## src/rtl/uart_pkg.sv

```systemverilog
// Shared constants for the UART status-LED block.
//   DATA_W_DEF  : default width of the received word / display field
//   LED_*       : bit offsets of the status LEDs above the DATA_W display field,
//                 i.e. led[DATA_W + LED_RX_ACT] is the RX activity LED.
package uart_pkg;
  localparam int DATA_W_DEF = 8;
  localparam int LED_RX_ACT = 0;
  localparam int LED_TX_ACT = 1;
  localparam int LED_ERR    = 2;
endpackage

```

## src/rtl/pulse_stretch.sv

```systemverilog
// Retriggerable pulse stretcher.
//   clk, rst_n : system clock, synchronous active-low reset
//   trig       : one-cycle strobe, (re)loads the stretch counter
//   out        : high on the trigger cycle and while the counter is nonzero,
//                giving exactly CYC cycles once the caller registers it
module pulse_stretch #(
  parameter int CYC = 4
) (
  input  logic clk,
  input  logic rst_n,
  input  logic trig,
  output logic out
);
  localparam int CW = $clog2(CYC);

  logic [CW-1:0] cnt;

  always_ff @(posedge clk) begin
    if (!rst_n)          cnt <= '0;
    else if (trig)       cnt <= CW'(CYC - 1);
    else if (cnt != '0)  cnt <= cnt - CW'(1);
  end

  // Trigger term covers the load cycle so a retrigger never leaves a gap.
  assign out = trig | (cnt != '0);
endmodule

```

## src/rtl/uart_led_status.sv

```systemverilog
// UART status LED driver.
//   clk, rst_n : system clock, synchronous active-low reset
//   rx_data    : received word, qualified by rx_valid
//   rx_valid   : one-cycle strobe, new word received
//   rx_err     : one-cycle strobe, framing/overrun error (sets sticky flag)
//   tx_start   : one-cycle strobe, transmitter accepted a word
//   tx_busy    : level, transmitter shifting
//   mode       : 0 = show last word, 1 = show received-word count
//   err_clr    : one-cycle strobe, clears sticky error
//   led        : registered drive; [DATA_W-1:0] display field, then
//                RX activity, TX activity, blinking error
module uart_led_status
  import uart_pkg::*;
#(
  parameter int DATA_W      = DATA_W_DEF,
  parameter int STRETCH_CYC = 5_000_000,
  parameter int BLINK_DIV   = 25_000_000
) (
  input  logic              clk,
  input  logic              rst_n,
  input  logic [DATA_W-1:0] rx_data,
  input  logic              rx_valid,
  input  logic              rx_err,
  input  logic              tx_start,
  input  logic              tx_busy,
  input  logic              mode,
  input  logic              err_clr,
  output logic [DATA_W+2:0] led
);
  localparam int LED_RX  = DATA_W + LED_RX_ACT;
  localparam int LED_TX  = DATA_W + LED_TX_ACT;
  localparam int LED_E   = DATA_W + LED_ERR;
  // $clog2(1) is 0; keep at least one bit so the divider is always legal.
  localparam int BW      = (BLINK_DIV > 1) ? $clog2(BLINK_DIV) : 1;

  logic [DATA_W-1:0] last_word, last_word_nxt;
  logic [DATA_W-1:0] rx_count,  rx_count_nxt;
  logic              err_flag,  err_nxt;
  logic [BW-1:0]     blink_cnt, blink_cnt_nxt;
  logic              blink_phase, blink_phase_nxt;
  logic              rx_act, tx_act;

  pulse_stretch #(.CYC(STRETCH_CYC)) u_rx_str (
    .clk(clk), .rst_n(rst_n), .trig(rx_valid), .out(rx_act)
  );

  pulse_stretch #(.CYC(STRETCH_CYC)) u_tx_str (
    .clk(clk), .rst_n(rst_n), .trig(tx_start), .out(tx_act)
  );

  always_comb begin
    last_word_nxt   = last_word;
    rx_count_nxt    = rx_count;
    blink_cnt_nxt   = blink_cnt + BW'(1);
    blink_phase_nxt = blink_phase;
    if (rx_valid) begin
      last_word_nxt = rx_data;
      rx_count_nxt  = rx_count + DATA_W'(1);
    end
    // A new error wins over a simultaneous clear.
    err_nxt = rx_err | (err_flag & ~err_clr);
    if (blink_cnt == BW'(BLINK_DIV - 1)) begin
      blink_cnt_nxt   = '0;
      blink_phase_nxt = ~blink_phase;
    end
  end

  always_ff @(posedge clk) begin
    if (!rst_n) begin
      last_word   <= '0;
      rx_count    <= '0;
      err_flag    <= 1'b0;
      blink_cnt   <= '0;
      blink_phase <= 1'b1;
      led         <= '0;
    end else begin
      last_word   <= last_word_nxt;
      rx_count    <= rx_count_nxt;
      err_flag    <= err_nxt;
      blink_cnt   <= blink_cnt_nxt;
      blink_phase <= blink_phase_nxt;
      // LEDs are driven from next-state values so every input shows up
      // exactly one edge later.
      led[DATA_W-1:0] <= mode ? rx_count_nxt : last_word_nxt;
      led[LED_RX]     <= rx_act;
      led[LED_TX]     <= tx_act | tx_busy;
      led[LED_E]      <= err_nxt & blink_phase_nxt;
    end
  end
endmodule

```

## config.mk

```make
export PLATFORM = sky130hd
export DESIGN_NAME = uart_led_status
export DESIGN_NICKNAME = d
export VERILOG_FILES = /design/src/rtl/uart_pkg.sv /design/src/rtl/pulse_stretch.sv /design/src/rtl/uart_led_status.sv
export SDC_FILE = /design/constraint.sdc
export NUM_CORES = 1
export LEC_CHECK = 0
export CORE_MARGIN = 10
export CORE_UTILIZATION = 60
export CTS_BUF_LIST = sky130_fd_sc_hd__clkbuf_4
export DETAILED_ROUTE_END_ITERATION = 8
export HOLD_SLACK_MARGIN = 0.06
export PLACE_DENSITY_LB_ADDON = 0.12
export REMOVE_ABC_BUFFERS = 1
export SLEW_MARGIN = 10
export SYNTH_ARGS = -nofsm -noshare
export SYNTH_HDL_FRONTEND = slang
export SYNTH_SLANG_ARGS = --single-unit
```

## constraint.sdc

```tcl
create_clock -name clk -period 3.24 [get_ports clk]
set_clock_uncertainty 0.2 [all_clocks]
set_input_delay 0.324 -clock clk [delete_from_list [all_inputs] [get_ports clk]]
set_output_delay 0.324 -clock clk [all_outputs]
set_load 0.03 [all_outputs]
```

; ---- Yosys cells after proc, flatten, opt, wreduce, memory -nomap -nowiden
; Cells that the tools add are included.
[op_classes]
n_addsub = 4
eq_ne = 1
muxes = 8
bitwise = 9
n_reduce_logical = 7
[op_table]
columns = op, count
row1 = 23-bit 2-to-1 mux, 4
row2 = 23-bit nonzero test, 2
row3 = 23-bit by 1-bit subtractor with 23-bit output (second input constant), 2
row4 = 25-bit by 1-bit adder with 25-bit output (second input constant), 1
row5 = 25-bit == test (second input constant), 1
row6 = 8-bit 2-to-1 mux, 3
row7 = 8-bit by 1-bit adder with 8-bit output (second input constant), 1
row8 = 2-bit OR reduction, 3
row9 = 1-bit OR, 4
row10 = 2-bit nonzero test, 2
row11 = 1-bit NOT, 3
row12 = 1-bit bitwise AND, 2
row13 = 1-bit 2-to-1 mux, 1
[word_totals]
ff_bits = 100
inputBits = 16

; ---- Longest topological paths before layout
; Gate-level depths: netlist (run 1).
[logic_depth]
depth_word = 4
ltp_mapped = 8
depth_no_buf = 7

; ---- Modules after synthesis
; A second synthesis (run 1) with hierarchy kept.
[hier_totals]
hier_cells = 516
area_unflattened_um2 = 4675.7
[by_module_without_submodules]
columns = module, instances, cells_each, area_per_inst_um2
row1 = pulse_stretch, 2, 141, 1244.9
row2 = uart_led_status, 1, 234, 2185.8

; ---- Least setup slack after synthesis (run 1)
; No wires, ideal clock.
[synth_path]
kind = flip-flop to flip-flop
startpoint = register u_tx_str.cnt[3]
endpoint = register u_tx_str.cnt[12]
slack_ns = 0.883
required_time_ns = 2.912
arrival_ns = 2.030
path_stages_with_launch = 7
n_path_buf = 1
path_cell_list = dfxtp_1 -> or4_1 -> buf_2 -> or4b_4 -> a2111oi_4 -> xnor2_1 -> nor2_1
[synth_via]
elab_chain_len = 1
word_cells_on_any_way = 2
cone_classes = add/sub: 1 / reduce/logical: 1
[synth_lines]
columns = item, line
row1 = from (decl), pulse_stretch.sv:16  ; logic [CW-1:0] cnt;
row2 = from (signal assigned), pulse_stretch.sv:20  ; else if (trig) cnt <= CW'(CYC - 1);
row3 = from (signal assigned), pulse_stretch.sv:21  ; else if (cnt != '0) cnt <= cnt - CW'(1);
row4 = 23-bit by 1-bit subtractor with 23-bit output / 23-bit nonzero test (equally long branches), pulse_stretch.sv:21
; Parallel ways exist; a longest one is shown, timed or not.
; A chain may end at the register's enable or synchronous reset.

; ---- Final worst setup path (run 1)
[layout_path]
startpoint = register u_rx_str.cnt[16]
endpoint = register u_rx_str.cnt[16]
[layout_via]
elab_chain_len = 1
word_cells_on_any_way = 2
cone_classes = add/sub: 1 / reduce/logical: 1
[layout_lines]
columns = item, line
row1 = from (decl), pulse_stretch.sv:16
row2 = from (signal assigned), pulse_stretch.sv:20
row3 = from (signal assigned), pulse_stretch.sv:21
row4 = 23-bit by 1-bit subtractor with 23-bit output / 23-bit nonzero test (equally long branches), pulse_stretch.sv:21
; Parallel ways exist; a longest one is shown, timed or not.

==> results of run 1 <==
[worst paths after layout]
kind                                         end              from  cells past startpoint  slack (ps)
worst max register to register  u_rx_str.cnt[16]  u_rx_str.cnt[16]                      5         700
worst max-delay path            u_rx_str.cnt[16]  u_rx_str.cnt[16]                      5         700
worst min-delay path            u_rx_str.cnt[15]  u_rx_str.cnt[15]                      2         290
worst min register to register  u_rx_str.cnt[15]  u_rx_str.cnt[15]                      2         290
[per-stage QoR]
step | cells | power (mW) | hold WS (ps) | worst slack, ps | util (%)
after detailed placement | 612 | 1.65 | 260 | 716 | 66.8
after global routing | 628 | 2.32 | 270 | 470 | 68.4
final | 628 | 2.21 | 288 | 702 | 68.4
after global placement | 612 | 1.63 | 244 | 750 | 66.8
after CTS | 628 | 2.23 | 267 | 709 | 68.4
after floorplan | 479 | 1.54 | 186 | 875 | -
[logic make-up after synthesis]
family	after synthesis	synth area share, %
AOI/OAI and AO/OA	85	12.6
xor gates and xnor gates	57	11.1
adders and majority gates	6	1.68
buffers and inverters	33	2.79
DFF	100	44.7
muxes	11	2.57
and+or+nand+nor	207	24.6
[power by group]
part / leakage, nW / total (mW) / switching (mW) / internal, mW
registers: 0.820 / 1.32 / 0.0418 / 1.28
logic: 0.860 / 0.299 / 0.170 / 0.129
clock network: 0.0645 / 0.585 / 0.405 / 0.179
[metal layers]
metal  GRT usage (%)  routed length (um)
met5               0                   0
met4            4.93                  90
met3            4.47                 473
met2            27.0                4200
met1            20.1                4240
[layout make-up]
type / instances / area share, %
Tap cell: 99 / 2.49
Sequential cell: 100 / 40.3
Inverter: 13 / 0.983
Timing Repair Buffer: 34 / 6.45
Multi-Input combinational cell: 366 / 47.4
Clock buffer: 11 / 1.66
Clock inverter: 5 / 0.706
[state kept, by name, summed over array words and instances, names as in the netlist]
signal	flops
led	11
blink_cnt	25
last_word	8
u_rx_str.cnt	23
err_flag	1
u_tx_str.cnt	23
rx_count	8
blink_phase	1
[worst max-delay path, delay by kind of cell, from the launching register on]
| family | cells | cell delay, ps |
|---|---|---|
| flops | 1 | 390 |
| xor+xnor | 1 | 180 |
| simple gates | 4 | 1660 |
[synthesized netlist by cell type (11+ instances only)]
cell type | number | area share (%)
dfxtp_1 | 100 | 45
nor2_1 | 78 | 6.5
xor2_1 | 29 | 5.7
xnor2_1 | 28 | 5.5
a21oi_1 | 24 | 2.7
nand2_1 | 20 | 1.7
clkbuf_1 | 17 | 1.4
nand3_1 | 17 | 1.9
nand4_1 | 14 | 2.0
o21a_1 | 13 | 2.2
inv_1 | 12 | 1.0
or4_1 | 12 | 2.0
or3_1 | 11 | 1.5
==> impl_metrics.ini, run 1 <==
[status]
run_status = complete, no violations

[sta]
setup_tns_ps = 0
fmax_mhz = 394
tightest_slew_ps = 698
relSlewSlack_pct = 53.2
slew_violations = 0
rsz0062_at_grt = false
finalHoldViolations = 0
setup_viol = 0
fin_crit_sh_pct = 78.3
layout_min_cycle_time_ps = 2540

[detailed_routing]
via_per_inst = 5.83
wl_mm = 9.00
drc = 0
drtPass1Iterations = 4
antenna_left = 0
num_vias = 3659
wl_per_cell_um = 14.3
drt_iter0_markers = 172

[floorplanning]
die-area_sq_um = 11300
rows = 31
dieWidth_um = 106
core_area_sq_um = 7250
die_y_um = 106
io-pin-count = 27
start_util_pct = 61.8

[power]
irDropWorstVdd_uv = 303
powerDensity_nw_per_um2 = 445
p_leak_nw = 1.74

[clock_tree]
cts.path.max_buffers = 2
cts_resized = 0
clock_latency_ps = 440
cts.sinks = 100
cts_max_level = 3
clkTransAtPathRegs_ps = 150
cts_root_buffer = clkbuf_4
cts_buffers = 9
cts_tree = built
hold_buffers = 0
postCtsSetupBuffers = 0

[global_routing]
grt_pass1_wl_mm = 15.7
grt_pass1_vias = 3566
grt_overflow = 0
antenna_found_initial = 0
grt_start_max_net_pins = 26
track_usage_pct = 16.3

[hold_path]
min_path_type = flop to flop

[place]
gp_congestion = 0.824
dpl_cell_area_sq_um = 4850
portBuffers = 26
dpl.hpwl_mm = 6.26

[yosys]
syn_inst = 499
synth.avg_cell_area_sq_um = 8.98
netlist_area_sq_um = 4480
yosys_warnings = 0
synth_flop_cell = dfxtp_1
synth.ff_latch_count = 100
async_reset_ff_share_pct = 0
ys_seq_area_share_pct = 44.7
synth_edf_count = 0
ys_types = 52

[finish]
syn_to_final_growth_pct = 10.8
regArea_sq_um = 2000
multi_input_area_sq_um = 2350
fin_area_sq_um = 4960
layout_commonest_cell = dfxtp_1
fin_nets = 546
drive_above_1_share_pct = 6.99
layout_common_cells = dfxtp_1 (100), nor2_1 (78), xor2_1 (29), xnor2_1 (28), clkdlybuf4s50_1 (26)
fillers = 612
antennaDiodeCount = 0

[setup_path]
worstPathMaxFanout = 12
start_kind = flop
critPathMaxStageDelay_ps = 640
crit_type = flop to flop
cp-end-kind = flop
worstPathRequired_ps = 3370
crit_chain = or4_1 -> nand4b_1 -> nand4_1 -> xor2_1 -> nor2_1
slowest_stage = or4_1
cp.arrival_ps = 2670

[flow_run]
maxCapViolCount = 0
(Power assumes the default switching activity.)
==> run 2, diff against run 1 <==
==> constraint.sdc (replaced) <==
create_clock -name clk -period 2.45 [get_ports clk]
set_clock_uncertainty 0.2 [all_clocks]
set_input_delay 0.245 -clock clk [delete_from_list [all_inputs] [get_ports clk]]
set_output_delay 0.245 -clock clk [all_outputs]
set_load 0.03 [all_outputs]
==> impl_metrics.ini, run 2 (synthesis results as in run 1) <==
[detailed_routing]
drc = 0
num_vias = 3658
drtPass1Iterations = 4
antenna_left = 0
via_per_inst = 5.64
wl_mm = 9.06
drt_iter0_markers = 148
wl_per_cell_um = 14.0

[clock_tree]
hold_buffers = 0
cts_max_level = 3
cts.sinks = 100
cts_buffers = 9
clkTransAtPathRegs_ps = 160
cts_tree = built
cts.path.max_buffers = 2
cts_root_buffer = clkbuf_4
clock_latency_ps = 440

[sta]
layout_min_cycle_time_ps = 2310
rsz0062_at_grt = true
finalHoldViolations = 0
fmax_mhz = 433
fin_crit_sh_pct = 94.3
relSlewSlack_pct = 59.3
setup_viol = 0
slew_violations = 0
tightest_slew_ps = 595
setup_tns_ps = 0

[place]
dpl.hpwl_mm = 6.42
gp_congestion = 0.845
portBuffers = 26

[setup_path]
cp.arrival_ps = 2460
worstPathMaxFanout = 8
slowest_stage = or4_1
worstPathRequired_ps = 2600
cp-end-kind = flop
critPathMaxStageDelay_ps = 530
rr_endpoint = u_rx_str.cnt[16]
r2r_setup_slack_ps = 140
start_kind = flop
crit_type = flop to flop
crit_chain = or4_1 -> nand4b_1 -> nand4_1 -> buf_4 -> xor2_1 -> nor2_1
ff2ff_path_depth = 6
r2r-start = u_rx_str.cnt[17]

[finish]
layout_commonest_cell = dfxtp_1
reg.largest.list = blink_cnt: 25 flops, u_rx_str.cnt: 23 flops, u_tx_str.cnt: 23 flops
regMostFlops = blink_cnt
final_util_pct = 71.3
largest_reg_flops = 25
layout_common_cells = dfxtp_1 (99), nor2_1 (78), xor2_1 (29), xnor2_1 (28), buf_4 (28)
antennaDiodeCount = 0
drive_above_1_share_pct = 11.1
syn_to_final_growth_pct = 15.4
fin_nets = 567
fillers = 590

[floorplanning]
io-pin-count = 27
core_area_sq_um = 7250
dieWidth_um = 106
rows = 31
die-area_sq_um = 11300
die_y_um = 106
start_util_pct = 61.8

[global_routing]
track_usage_pct = 16.5
grt_overflow = 0
grt_pass1_vias = 3459
grt_pass1_wl_mm = 15.8
antenna_found_initial = 0
grt_start_max_net_pins = 36

[hold_path]
min_path_type = primary input to flop
min_delay_path_depth = 3
hold_start = rx_err
min_to = err_flag

[flow_run]
maxCapViolCount = 0

[power]
powerDensity_nw_per_um2 = 587
irDropWorstVdd_uv = 352
p_leak_nw = 1.86

[status]
run_status = complete, no violations
run 2: cell types whose count changed in the layout (fill, tap and decap cells not counted), sizes merged:
cell and change:
clkbuf -2, inv -1, buf +21, bufinv +1
clkinvlp +1, clkinv +1
run 2: repair_timing:
item	CTS	global route
setup endpoints to repair	0	6
gates resized for setup	0	5
setup buffers	0	2
run 2: worst max path at each step:
stage | start | to | cells after the start | slack, ps
final | u_rx_str.cnt[17] | u_rx_str.cnt[16] | 6 | 140
after CTS | u_rx_str.cnt[3] | u_rx_str.cnt[18] | 5 | 10
after global routing | u_rx_str.cnt[8] | u_rx_str.cnt[18] | 5 | -30
after floorplan | u_tx_str.cnt[3] | u_tx_str.cnt[12] | 5 | 90
after detailed placement | u_rx_str.cnt[3] | u_rx_str.cnt[18] | 5 | 30
after global placement | u_tx_str.cnt[4] | u_tx_str.cnt[12] | 5 | 120
run 2: critical path: cells and delay by family (launching register included):
family        cells  cell delay [ps]
xor+xnor          1              160
buf+inv           1              160
flops             1              390
simple gates      4             1320
run 2: per-layer routing:
metal,vias up,global-route usage (%),share of wire (%)
li1,1864,-,-
met1,1723,22.0,50
met2,64,26.0,45
met3,7,3.44,3.9
met4,0,5.22,1.1
met5,-,0,0
run 2: layout make-up:
cell class,count,area [sq um],share of cell area [%]
sequential,100,2000,38.7
clock buffer,9,67.6,1.31
inverter,13,48.8,0.944
timing repair buffer,55,490,9.49
multi-input combinational,366,2370,45.9
clock inverter,7,65.1,1.26
tap,99,124,2.40
run 2: power by group:
part           internal [mW]  switching, mW
clock network          0.305          0.542
logic                  0.204          0.235
registers               1.70         0.0520
total                   2.20          0.829
run 2: through the flow:
stage          hold WS, ps  setup slack (ps)  area [sq um]  cells  power, mW
6_report               179               139          5170    649       3.03
3_5_place_dp           261              29.3          5000    631       2.21
5_1_grt                174             -32.6          5170    649       3.18
4_1_cts                167              11.3          5130    647       3.05
3_3_place_gp           246               120          5000    631       2.20
2_1_floorplan          107              85.4          4400    479       2.04
